===== src/rtl/alu_issue_ctrl.sv =====
// Single-issue sequencer driving reg_file/alu via the doALU/ready handshake.
// Optional macro DIV_ZERO_CHECK_EN: resolve DIV/REM by zero locally without issuing to the ALU.
module alu_issue_ctrl #(
  parameter int unsigned TIMEOUT = 4,
  parameter int unsigned MAX_OP  = 8
) (
  input  logic        clk,
  input  logic        reset,
  input  logic        in_valid,
  output logic        in_ready,
  input  logic [7:0]  in_opcode,
  input  logic [4:0]  in_rs1,
  input  logic [4:0]  in_rs2,
  input  logic [4:0]  in_rd,
  output logic [4:0]  rf_rs1,
  output logic [4:0]  rf_rs2,
  input  logic [63:0] rf_rs1_val,
  input  logic [63:0] rf_rs2_val,
  output logic        rf_write_sig,
  output logic [63:0] rf_write_val,
  output logic [4:0]  rf_write_reg,
  output logic [7:0]  alu_opcode,
  output logic [63:0] alu_value1,
  output logic [63:0] alu_value2,
  output logic [1:0]  alu_doALU,
  input  logic [63:0] alu_result,
  input  logic [1:0]  alu_ready,
  output logic        done,
  output logic        illegal,
  output logic        timeout
);

  localparam int unsigned REG_W  = 5;
  localparam int unsigned DATA_W = 64;
  localparam int unsigned OPC_W  = 8;
  localparam int unsigned CNT_W  = (TIMEOUT > 1) ? $clog2(TIMEOUT) : 1;
  localparam logic [CNT_W-1:0] CNT_LAST = CNT_W'(TIMEOUT - 1);

  localparam logic [2:0] ST_IDLE = 3'd0;
  localparam logic [2:0] ST_RD   = 3'd1;
  localparam logic [2:0] ST_OP   = 3'd2;
  localparam logic [2:0] ST_WAIT = 3'd3;
  localparam logic [2:0] ST_WB   = 3'd4;
  localparam logic [2:0] ST_ERR  = 3'd5;

`ifdef DIV_ZERO_CHECK_EN
  localparam logic [OPC_W-1:0] OPC_DIV = OPC_W'(3);
  localparam logic [OPC_W-1:0] OPC_REM = OPC_W'(7);
`endif

  logic [2:0]        state_q, state_d;
  logic [OPC_W-1:0]  opcode_q, opcode_d;
  logic [REG_W-1:0]  rs1_q, rs1_d, rs2_q, rs2_d, rd_q, rd_d;
  logic [CNT_W-1:0]  cnt_q, cnt_d;
  logic              in_ready_q, in_ready_d;
  logic [REG_W-1:0]  rf_rs1_q, rf_rs1_d, rf_rs2_q, rf_rs2_d;
  logic              wr_sig_q, wr_sig_d;
  logic [DATA_W-1:0] wr_val_q, wr_val_d;
  logic [REG_W-1:0]  wr_reg_q, wr_reg_d;
  logic              done_q, done_d;
  logic              illegal_q, illegal_d;
  logic              timeout_q, timeout_d;
  logic              accept;
  logic              hold_rf;

  // in_ready is also masked by reset so nothing is accepted in a reset cycle
  assign in_ready = in_ready_q & ~reset;
  assign accept   = in_valid & in_ready;

  // Next-state, datapath capture and the in-state ALU drive
  always_comb begin
    state_d    = state_q;
    opcode_d   = opcode_q;
    rs1_d      = rs1_q;
    rs2_d      = rs2_q;
    rd_d       = rd_q;
    cnt_d      = cnt_q;
    wr_val_d   = '0;
    illegal_d  = 1'b0;
    timeout_d  = 1'b0;
    alu_doALU  = 2'h0;
    alu_opcode = '0;
    alu_value1 = '0;
    alu_value2 = '0;

    case (state_q)
      ST_IDLE: begin
        if (accept) begin
          opcode_d = in_opcode;
          rs1_d    = in_rs1;
          rs2_d    = in_rs2;
          rd_d     = in_rd;
          if (in_opcode > OPC_W'(MAX_OP)) begin
            state_d   = ST_ERR;
            illegal_d = 1'b1;
          end else begin
            state_d = ST_RD;
          end
        end
      end
      ST_RD: state_d = ST_OP;
      ST_OP: begin
        cnt_d      = '0;
        alu_opcode = opcode_q;
        alu_value1 = rf_rs1_val;
        alu_value2 = rf_rs2_val;
`ifdef DIV_ZERO_CHECK_EN
        if ((opcode_q == OPC_DIV || opcode_q == OPC_REM) && rf_rs2_val == '0) begin
          wr_val_d = (opcode_q == OPC_DIV) ? '1 : rf_rs1_val;
          state_d  = ST_WB;
        end else begin
          alu_doALU = 2'h1;
          state_d   = ST_WAIT;
        end
`else
        alu_doALU = 2'h1;
        state_d   = ST_WAIT;
`endif
      end
      ST_WAIT: begin
        if (alu_ready == 2'h1) begin
          wr_val_d = alu_result;
          state_d  = ST_WB;
        end else if (cnt_q == CNT_LAST) begin
          timeout_d = 1'b1;
          state_d   = ST_ERR;
        end else begin
          cnt_d = cnt_q + CNT_W'(1);
        end
      end
      ST_WB:   state_d = ST_IDLE;
      ST_ERR:  state_d = ST_IDLE;
      default: state_d = ST_IDLE;
    endcase

    // Registered outputs are computed from the upcoming state
    hold_rf    = (state_d == ST_RD) || (state_d == ST_OP) ||
                 (state_d == ST_WAIT) || (state_d == ST_WB);
    in_ready_d = (state_d == ST_IDLE);
    rf_rs1_d   = hold_rf ? rs1_d : '0;
    rf_rs2_d   = hold_rf ? rs2_d : '0;
    wr_sig_d   = (state_d == ST_WB);
    wr_reg_d   = wr_sig_d ? rd_d : '0;
    done_d     = wr_sig_d;
  end

  always_ff @(posedge clk) begin
    if (reset) begin
      state_q    <= ST_IDLE;
      opcode_q   <= '0;
      rs1_q      <= '0;
      rs2_q      <= '0;
      rd_q       <= '0;
      cnt_q      <= '0;
      in_ready_q <= 1'b0;
      rf_rs1_q   <= '0;
      rf_rs2_q   <= '0;
      wr_sig_q   <= 1'b0;
      wr_val_q   <= '0;
      wr_reg_q   <= '0;
      done_q     <= 1'b0;
      illegal_q  <= 1'b0;
      timeout_q  <= 1'b0;
    end else begin
      state_q    <= state_d;
      opcode_q   <= opcode_d;
      rs1_q      <= rs1_d;
      rs2_q      <= rs2_d;
      rd_q       <= rd_d;
      cnt_q      <= cnt_d;
      in_ready_q <= in_ready_d;
      rf_rs1_q   <= rf_rs1_d;
      rf_rs2_q   <= rf_rs2_d;
      wr_sig_q   <= wr_sig_d;
      wr_val_q   <= wr_val_d;
      wr_reg_q   <= wr_reg_d;
      done_q     <= done_d;
      illegal_q  <= illegal_d;
      timeout_q  <= timeout_d;
    end
  end

  assign rf_rs1       = rf_rs1_q;
  assign rf_rs2       = rf_rs2_q;
  assign rf_write_sig = wr_sig_q;
  assign rf_write_val = wr_val_q;
  assign rf_write_reg = wr_reg_q;
  assign done         = done_q;
  assign illegal      = illegal_q;
  assign timeout      = timeout_q;

endmodule


===== config.mk =====
export PLATFORM = sky130hd
export DESIGN_NAME = alu_issue_ctrl
export DESIGN_NICKNAME = d
export VERILOG_FILES = /design/src/rtl/alu_issue_ctrl.sv
export SDC_FILE = /design/constraint.sdc
export NUM_CORES = 1
export LEC_CHECK = 0
export CORE_AREA = 2 2 170 172
export CTS_BUF_LIST = sky130_fd_sc_hd__clkbuf_16
export CTS_CLUSTER_DIAMETER = 150
export DETAILED_ROUTE_END_ITERATION = 10
export DIE_AREA = 0 0 172 174
export PLACE_DENSITY = 0.5
export SETUP_SLACK_MARGIN = 0.15
export SLEW_MARGIN = 20
export SYNTH_ARGS = -nofsm -noshare
export SYNTH_HDL_FRONTEND = slang
export SYNTH_SLANG_ARGS = --single-unit
export TNS_END_PERCENT = 5

===== constraint.sdc =====
create_clock -name clk -period 1.95 [get_ports clk]
set_clock_uncertainty 0.2 [all_clocks]
set_input_delay 0.2925 -clock clk [delete_from_list [all_inputs] [get_ports clk]]
set_output_delay 0.2925 -clock clk [all_outputs]
set_load 0.02 [all_outputs]

==> key figures <==
Yosys
  • Synth warn: 0
  • Main combinational cell family by area after synthesis: simple AND/OR/NAND/NOR gates
  • Avg Cell Area, Syn: 9.49 µm²
  • Register area share after synthesis: 52.4%
  • Post-synthesis adder-cell area fraction: less than 1%
  • Yosys cell types: 27
  • Synth Area in Simple Gates: 37.4%
  • Post-Synth XOR/XNOR Area: 0%
  • Compound-Gate Fraction of Synth Area: 2.30%
  • Syn Inst Count: 447
  • Mux contribution to synthesized area: 4.01%
  • Synthesis-stage register bit count: ~110
  • Syn_nets: 668
  • Mapped cell area: 4240 µm²

Run status
  • Failing checks: negative setup slack
  • Status: complete, but fails checks

Die
  • Row cnt: 62
  • Die Width: 172 µm
  • Die H: roughly 170 µm
  • Core area: 28,200 µm²
  • Die area: 29,900 µm²
  • IO Count: 442
  • Initial Utilization: 15.0%

Critical path
  • Critical path's largest stage delay: ~0.34 ns
  • CP Capture Type: output pin
  • Startpoint Class: flip-flop
  • Critical Path AT: 1.62 ns
  • CP Max Fanout: 6
  • Worst path slowest cell: dfxtp_2
  • Cell Chain, Critical Path: nor3b_4, buf_6, clkbuf_16, clkbuf_16, and2_4, buf_6
  • CP Class: reg -> out
  • Worst EP required: 1.46 ns

Power
  • Total power: approximately 5600 µW
  • Cell area power density: 544 nW/µm²
  • Worst vdd ir: 358 µV
  • Leakage: 0.00517 µW

STA
  • Hold Slack: 0.0524 ns
  • FMAX: approximately 470 MHz
  • Period Utilization, post-route: 108%
  • Final Hold Vio Count: 0
  • Slew Viols, Final: 0
  • Crit path time final: 2.11 ns
  • Worst setup margin: -0.162 ns
  • Final setup fails: 136
  • RSZ-0062 raised after global routing: true
  • Post-route setup TNS: -15.31 ns

Cells and area
  • Layout Nets: about 1,100
  • Post-route cell area: 10,300 µm²
  • Max FFs per register: 64
  • Most frequent cells in the layout: clkdlybuf4s50_1 (230), and2_1 (133), dfxtp_1 (108)
  • Most common cell after layout, fill and taps aside: clkdlybuf4s50_1
  • Fraction of layout cells with a size suffix above 1: 33.4%
  • Synthesis-to-layout area growth: 143%
  • Fillers: 2,932

Job
  • Max Cap Viol: 0

Detailed routing
  • Drt drc: 0
  • Via density: 3.64
  • First-pass iteration count of the detailed router: 4
  • Final ANT Viol Nets: 0
  • DR iter-0 viols: 99
  • Post-Route WL: 21.6 mm
  • WL per Instance: 16.7 µm
  • Via count: 4,709

Clocking
  • Reg clk slew, reported paths: ~0.080 ns
  • TritonCTS buffer count: 9
  • Clock Tree Buf Depth: 2
  • H-tree level count: 3
  • Worst-skew pair later-pin latency: 0.35 ns
  • Clock sink count: 111
  • Post-CTS Hold Buffers: 0
  • Root Buffer Master: clkbuf_16
  • CTS tree: yes

Hold path
  • Hold WC Path Type: in -> reg

Global route
  • Grt total ovfl: 0
  • Antenna violations before repair: 4
  • Tot GR Track Use: between 10% and 20%
  • Largest net degree at the start of global routing: 54
  • First-pass GRT wire length: ~30 mm
  • Vias in the first global route: 4,792

Placed design
  • Place WS: -0.636 ns
  • PortBufs: 440
  • Dpl hpwl: approximately 18 mm
  • Placement-stage cell area: approximately 9300 µm²
  • Gpl congestion: 0.801
synthesized netlist by cell type (all sizes together):
cell type	count	share of area, %
and2	201	30
dfxtp	111	52
clkbuf	27	2.4
nor2	21	1.9
nand2	18	1.6
mux2i	17	4.0
nor3	16	2.1
a21oi	8	0.94
buf	6	1.0
nor2b	4	0.59
nor3b	3	0.53
nand2b	2	0.29
o211a	2	0.47
a211o	1	0.21
a311oi	1	0.21
and3b	1	0.21
and4bb	1	0.29
conb	1	0.088
ha	1	0.29
inv	1	0.088
nor4	1	0.15
o21ba	1	0.24
o31a	1	0.24
or4	1	0.18
routing by layer:
layer	up-vias	share of wire (%)	global-route usage, %
met2	261	54	26.1
met5	-	0	0
met1	2129	33	12.4
met3	16	11	5.85
li1	2303	-	-
met4	0	1.6	4.03
what timing repair did:
action                                  4_1_cts  5_1_grt
cloned                                        0        3
gates resized for setup                     766      176
pin swaps                                     5       57
buffers inserted                              1        3
endpoints found under the setup margin      192      254
path summary, 6_finish.rpt:
check                                  start        endpoint  slack [ns]  cells past startpoint
worst max register to register    state_q[2]       rf_rs2[2]        0.09                      6
worst max-delay path              state_q[0]  alu_value1[18]       -0.16                      6
worst min-delay path            in_opcode[4]     opcode_q[4]        0.05                      3
worst min register to register   opcode_q[4]     opcode_q[4]        0.25                      2
final cells by class:
class	count	area (µm²)	share of cell area [%]
Timing Repair Buffer	479	4960	48.1
Multi-Input combinational cell	302	2330	22.6
Sequential cell	111	2230	21.6
Tap cell	384	480	4.66
Clock buffer	9	225	2.18
Clock inverter	6	77.6	0.752
Antenna cell	3	7.51	0.0728
Inverter	1	3.75	0.0364
power breakdown:
part / leakage, µW / total, µW / internal [µW] / switching [µW]
Sequential: 0.000897 / 2310 / 2300 / 17.3
Clock: 0.000146 / 1920 / 1020 / 907
Combinational: 0.00413 / 1370 / 853 / 520
kinds of logic after synthesis:
kind of cell,Yosys count
compound gates,14
fa+ha+maj,1
flops,111
other cells,1
buf+inv,34
mux,17
simple gates,269
metrics by stage:
| stage | std cells | utilization [%] |
|---|---|---|
| finish | 1295 | 36.5 |
| global route | 1295 | 36.5 |
| CTS | 1286 | 34.4 |
| detailed placement | 1270 | 33.0 |
| global placement | 1270 | 33.0 |
| floorplan | 447 | - |
critical path: cells and delay by family (launching register included):
family / cells / cell delay (ns)
and+or+nand+nor: 2 / 0.39
buffers and inverters: 4 / 0.53
DFF: 1 / 0.34
Power figures use the tool's default switching activity.
